===== config.mk =====
export PLATFORM = sky130hd
export DESIGN_NAME = hub75_scan_driver_flat
export DESIGN_NICKNAME = d
export VERILOG_FILES = /design/src/rtl/hub75_scan_driver_if.sv /design/src/rtl/hub75_scan_driver.sv /design/src/flat_wrapper.sv
export SDC_FILE = /design/constraint.sdc
export NUM_CORES = 1
export LEC_CHECK = 0
export CORE_MARGIN = 1
export CORE_UTILIZATION = 55
export CTS_CLUSTER_DIAMETER = 80
export DETAILED_ROUTE_END_ITERATION = 10
export PLACE_DENSITY = 0.87
export SLEW_MARGIN = 10
export SYNTH_ARGS = -nofsm -noshare
export SYNTH_HDL_FRONTEND = slang
export SYNTH_SLANG_ARGS = --single-unit

===== constraint.sdc =====
create_clock -name clk -period 6.8 [get_ports clk]
set_clock_uncertainty 0.1 [all_clocks]
set_input_delay 0.68 -clock clk [delete_from_list [all_inputs] [get_ports clk]]
set_output_delay 0.68 -clock clk [all_outputs]
set_load 0.02 [all_outputs]

===== src/rtl/hub75_scan_driver_if.sv =====
// Pixel-read bus between the HUB75 scan driver (reader) and a frame source.
// The source must return ram_data exactly one cycle after ram_address.
interface hub75_scan_driver_if;
  logic [8:0]  ram_address;  // {row[3:0], col[4:0]}
  logic [47:0] ram_data;     // [47:24] lower-half pixel, [23:0] upper-half pixel

  modport master (output ram_address, input ram_data);
  modport slave  (input ram_address, output ram_data);
endinterface


===== src/rtl/hub75_scan_driver.sv =====
// HUB75 1/16-scan driver for one 32x32 panel: shifts each row pair once per
// bit plane, then latches and shows it with binary-code-modulated on-times.
module hub75_scan_driver #(
  parameter int CLK_DIV = 2,
  parameter int BASE_ON = 8,
  parameter int PLANES  = 8,
  parameter int BLANK   = 2
) (
  input  logic                       clk,
  input  logic                       rst,
  hub75_scan_driver_if.master        ram,
  output logic                       r1,
  output logic                       g1,
  output logic                       b1,
  output logic                       r2,
  output logic                       g2,
  output logic                       b2,
  output logic                       panel_clk,
  output logic                       lat,
  output logic                       oe_n,
  output logic [3:0]                 row_addr,
  output logic                       frame_done
);

  localparam logic [2:0] S_SHIFT_ADDR = 3'd0;
  localparam logic [2:0] S_SHIFT_WAIT = 3'd1;
  localparam logic [2:0] S_SHIFT_LO   = 3'd2;
  localparam logic [2:0] S_SHIFT_HI   = 3'd3;
  localparam logic [2:0] S_BLANK      = 3'd4;
  localparam logic [2:0] S_LATCH      = 3'd5;
  localparam logic [2:0] S_SHOW       = 3'd6;

  localparam int SHOW_MAX = BASE_ON << (PLANES - 1);
  localparam int CNT_W    = ($clog2(SHOW_MAX + 1) > 16) ? $clog2(SHOW_MAX + 1) : 16;

  logic [2:0]       state;
  logic [3:0]       row;
  logic [2:0]       plane;
  logic [4:0]       col;
  logic [CNT_W-1:0] cnt;

  logic [2:0]       bit_sel;
  logic [CNT_W-1:0] show_last;
  logic             div_done;
  logic             blank_done;
  logic             show_done;
  logic             last_plane;
  logic [7:0]       top_r, top_g, top_b, bot_r, bot_g, bot_b;

  // Fewer planes means only the MSBs of each channel are displayed.
  assign bit_sel    = 3'(8 - PLANES) + plane;
  assign show_last  = (CNT_W'(BASE_ON) << plane) - CNT_W'(1);
  assign div_done   = (cnt == CNT_W'(CLK_DIV - 1));
  assign blank_done = (cnt == CNT_W'(BLANK - 1));
  assign show_done  = (cnt == show_last);
  assign last_plane = (plane == 3'(PLANES - 1));

  assign top_r = ram.ram_data[23:16];
  assign top_g = ram.ram_data[15:8];
  assign top_b = ram.ram_data[7:0];
  assign bot_r = ram.ram_data[47:40];
  assign bot_g = ram.ram_data[39:32];
  assign bot_b = ram.ram_data[31:24];

  // NOTE: every output is a register loaded on the edge entering its state, so
  // the panel pins never glitch; all state uses non-blocking assignments.
  always_ff @(posedge clk) begin
    if (rst) begin
      state           <= S_SHIFT_ADDR;
      row             <= '0;
      plane           <= '0;
      col             <= '0;
      cnt             <= '0;
      ram.ram_address <= '0;
      {r1, g1, b1, r2, g2, b2} <= '0;
      panel_clk       <= 1'b0;
      lat             <= 1'b0;
      oe_n            <= 1'b1;
      row_addr        <= '0;
      frame_done      <= 1'b0;
    end else begin
      frame_done <= 1'b0;
      case (state)
        S_SHIFT_ADDR: state <= S_SHIFT_WAIT;

        S_SHIFT_WAIT: begin
          // Colour bits change only here, giving CLK_DIV cycles of setup.
          r1    <= top_r[bit_sel];
          g1    <= top_g[bit_sel];
          b1    <= top_b[bit_sel];
          r2    <= bot_r[bit_sel];
          g2    <= bot_g[bit_sel];
          b2    <= bot_b[bit_sel];
          cnt   <= '0;
          state <= S_SHIFT_LO;
        end

        S_SHIFT_LO: begin
          if (div_done) begin
            cnt       <= '0;
            panel_clk <= 1'b1;
            state     <= S_SHIFT_HI;
          end else begin
            cnt <= cnt + CNT_W'(1);
          end
        end

        S_SHIFT_HI: begin
          if (div_done) begin
            cnt       <= '0;
            panel_clk <= 1'b0;
            if (col == 5'd31) begin
              row_addr <= row;
              state    <= S_BLANK;
            end else begin
              col             <= col + 5'd1;
              ram.ram_address <= {row, col + 5'd1};
              state           <= S_SHIFT_ADDR;
            end
          end else begin
            cnt <= cnt + CNT_W'(1);
          end
        end

        S_BLANK: begin
          if (blank_done) begin
            cnt   <= '0;
            lat   <= 1'b1;
            state <= S_LATCH;
          end else begin
            cnt <= cnt + CNT_W'(1);
          end
        end

        S_LATCH: begin
          lat   <= 1'b0;
          oe_n  <= 1'b0;
          state <= S_SHOW;
        end

        S_SHOW: begin
          if (show_done) begin
            cnt   <= '0;
            oe_n  <= 1'b1;
            col   <= '0;
            state <= S_SHIFT_ADDR;
            if (last_plane) begin
              plane           <= '0;
              row             <= row + 4'd1;
              ram.ram_address <= {row + 4'd1, 5'd0};
              frame_done      <= (row == 4'd15);
            end else begin
              plane           <= plane + 3'd1;
              ram.ram_address <= {row, 5'd0};
            end
          end else begin
            cnt <= cnt + CNT_W'(1);
          end
        end

        default: state <= S_SHIFT_ADDR;
      endcase
    end
  end

endmodule


===== src/flat_wrapper.sv =====
// flat-port wrapper written by rule: the top's interface ports become plain ports
module hub75_scan_driver_flat 
#(
  parameter int CLK_DIV = 2,
  parameter int BASE_ON = 8,
  parameter int PLANES  = 8,
  parameter int BLANK   = 2
)
  (clk, rst, r1, g1, b1, r2, g2, b2, panel_clk, lat, oe_n, row_addr, frame_done, ram_ram_address, ram_ram_data);
  hub75_scan_driver_if ram_i ();
  input  logic clk;
  input  logic rst;
  output logic r1;
  output logic g1;
  output logic b1;
  output logic r2;
  output logic g2;
  output logic b2;
  output logic panel_clk;
  output logic lat;
  output logic oe_n;
  output logic [3:0] row_addr;
  output logic frame_done;
  output wire logic [$bits(ram_i.ram_address)-1:0] ram_ram_address;
  input wire logic [$bits(ram_i.ram_data)-1:0] ram_ram_data;
  assign ram_ram_address = ram_i.ram_address;
  assign ram_i.ram_data = ram_ram_data;
  hub75_scan_driver #(.CLK_DIV(CLK_DIV), .BASE_ON(BASE_ON), .PLANES(PLANES), .BLANK(BLANK)) u_core (.clk(clk), .rst(rst), .ram(ram_i), .r1(r1), .g1(g1), .b1(b1), .r2(r2), .g2(g2), .b2(b2), .panel_clk(panel_clk), .lat(lat), .oe_n(oe_n), .row_addr(row_addr), .frame_done(frame_done));
endmodule

==> impl_metrics.ini <==
[clocking]
cts-root-buf = clkbuf_8
cts_resized = 0
cts_sinks = 49
clk_path_buf_depth = 2
cts_hold_repair.buffers = 0
numCtsBuffers = 5
insertion_delay_ps = 310
h-tree-depth = 2
cts_setup_buffers = 0
clk_pin_slew_ps = 90
cts_tree = built

[synthesis]
synth.distinct_cells = 59
yosysSeqAreaShare = 0.305
synth_ff_type = dfxtp_1
syn_area_um2 = 3220
yosysTopAreaCell = dfxtp_1
synth.area.top_cells = dfxtp_1, mux4_2, nand2_1
yosysWarnings = 0
synth_seq_cells = 49
ys_async_sr_fraction = 0
synth-edff-count = 0
synth_cells = 398
yosysTopAreaCellShare = 0.305
synth_common_cells = dfxtp_1, nand2_1, a21oi_1, nor2_1, clkbuf_1
syn-mean-instance-area_um2 = 8.09
syn_nets = 460

[sta]
finalHoldViolations = 0
rsz0062_at_grt = false
slew_violations = 0
fmax_ghz = 0.228
tightest_slew_ps = 952
finalSetupViolCount = 0
setup_tns_ps = 0
timing.final.crit_period_ps = 4390
slew_headroom = 0.365
fin_crit_sh = 0.646
layout_setup_ws_ps = 2410

[detailed_routing]
num_vias = 3217
wl_per_cell_um = 16.4
drcViolationCount = 0
via_per_inst = 6.14
routed_wirelength_um = 8600
dr.pass1.iters = 4
drtAntennaViolNets = 0
drt-initial-drc-count = 286

[global_routing]
grt_max_degree = 54
grt_remaining_overflow = 0
grt_pass1_wl_um = 13900
gr-usage-all-layers = 0.285
grt_pass1_vias = 2944
antenna_found_initial = 0

[final_layout]
area_growth_pct = 25.7
diodes = 0
fin_util = 0.726
drive_gt1_frac = 0.0664
final_net_count = 513
fill_cells = 449

[die]
die_w_um = 78.5
die_area_um2 = 6160
fp.coreArea_um2 = 5570
initial_core_util = 0.578
ios = 73
rows = 27
fp.dieH_um = 78.5

[placement]
hpwlAfterDp_um = 6350
pre_cts_ws_ps = 2380
port_buffers = 72
place_congestion = 0.884

[power]
pwr_density_cell_nw_per_um2 = 157
power_uw = 635
leakage_uw = 0.00138
ir_drop_v = 0.000107

[critical_path]
rr_endpoint = u_core.cnt[10]$_SDFFE_PP0P_
path_max_fanout = 17
reg2reg_setup_slack_ps = 2410
setup.worst_path.start = u_core.plane[0]$_SDFFE_PP0P_
worstPathArrival_ps = 4470
r2r-start = u_core.plane[0]$_SDFFE_PP0P_
crit_path_end_kind = register
start_kind = register
critical_path.endpoint = u_core.cnt[10]$_SDFFE_PP0P_
crit_type = reg -> reg
required_ps = 6870
ff2ff_path_depth = 11

[flow_run]
drv_cap = 0

[worst_hold_path]
hold_path_class = reg -> reg

[status]
status = complete, no violations
-- metrics by stage --
step / hold WS [ps] / std cells / cell area (µm²)
floorplan: 361 / 398 / 3220
global placement: 340 / 516 / 3930
detailed placement: 347 / 516 / 3930
CTS: 359 / 524 / 4050
global route: 391 / 524 / 4050
finish: 358 / 524 / 4050
-- layout make-up --
class | count | area (µm²) | share of cell area
Timing Repair Buffer | 75 | 738 | 0.182
Sequential cell | 49 | 981 | 0.242
Multi-Input combinational cell | 313 | 2090 | 0.517
Clock inverter | 2 | 37.5 | 0.00927
Clock buffer | 6 | 82.6 | 0.0204
Inverter | 7 | 26.3 | 0.00649
Tap cell | 72 | 90.1 | 0.0223
-- sequential cells by signal, summed over array words and instances, names as in the netlist, 3 cells and up --
signal	count
u_core.cnt	16
u_core.col	4
u_core.plane	3
u_core.ram.ram_address	5
u_core.row	4
u_core.row_addr	4
u_core.state	3
-- cells in the final DEF, fill, tap and decap left out, drive strengths merged, types with 3 or more instances in the layout --
cell type / Yosys / layout
a211oi: 3 / 3
a21oi: 35 / 35
a311oi: 13 / 13
a31oi: 3 / 3
and2: 6 / 6
and3: 6 / 6
buf: 5 / 4
clkbuf: 24 / 6
clkdlybuf4s50: 0 / 71
dfxtp: 49 / 49
ha: 12 / 12
inv: 5 / 5
mux4: 12 / 12
nand2: 49 / 49
nand3: 16 / 16
nand4: 5 / 5
nor2: 35 / 35
nor2b: 11 / 11
nor3: 9 / 9
nor4: 6 / 6
o211ai: 3 / 3
o21ai: 17 / 17
o22ai: 9 / 9
o31ai: 4 / 4
or3: 11 / 11
xnor2: 7 / 7
xor2: 5 / 5
-- how the worst min path moves through the flow --
| stage | from | endpoint | slack (ps) | cells past startpoint |
|---|---|---|---|---|
| global placement | u_core.row_addr[0]$_SDFFE_PP0P_ | u_core.row_addr[0]$_SDFFE_PP0P_ | 340 | 2 |
| CTS | u_core.row_addr[2]$_SDFFE_PP0P_ | u_core.row_addr[2]$_SDFFE_PP0P_ | 360 | 2 |
| floorplan | u_core.cnt[15]$_SDFFE_PP0P_ | u_core.cnt[15]$_SDFFE_PP0P_ | 360 | 2 |
| finish | u_core.row_addr[2]$_SDFFE_PP0P_ | u_core.row_addr[2]$_SDFFE_PP0P_ | 360 | 2 |
| global route | u_core.row_addr[2]$_SDFFE_PP0P_ | u_core.row_addr[2]$_SDFFE_PP0P_ | 390 | 2 |
| detailed placement | u_core.row_addr[2]$_SDFFE_PP0P_ | u_core.row_addr[2]$_SDFFE_PP0P_ | 350 | 2 |
-- kinds of logic after synthesis --
| group | share of synthesized area |
|---|---|
| adder cells (fa/ha/maj) | 0.0466 |
| XOR/XNOR | 0.0326 |
| AO/OA/AOI/OAI | 0.210 |
| AND/OR/NAND/NOR | 0.270 |
| flip-flops | 0.305 |
| buffers and inverters | 0.0455 |
| multiplexers | 0.0902 |
-- routing by layer --
metal | vias to the layer above | track usage | routed length, µm
met5 | - | 0 | 0
met4 | 0 | 0.0870 | 95
met3 | 10 | 0.0605 | 544
met2 | 115 | 0.473 | 4230
met1 | 1511 | 0.369 | 3730
li1 | 1581 | - | -
-- power by group --
part           leakage, µW  switching (µW)  internal [µW]  total, µW
Combinational     0.000930            50.4           55.8        106
Sequential        0.000397            11.2            295        307
Clock            0.0000574             102            120        222
Total              0.00138             164            471        635
-- worst max-delay path: stages, from the launching register on --
cell and delay, ps:
dfxtp_1 920, inv_1 170, ha_1 350, nand2b_1 150, ha_1 250, or4b_2 600, o211ai_1 130, xor2_1 120
or3_1 450, o31a_1 470, nor2_1 370, o21ai_0 170
(Power assumes the default switching activity.)
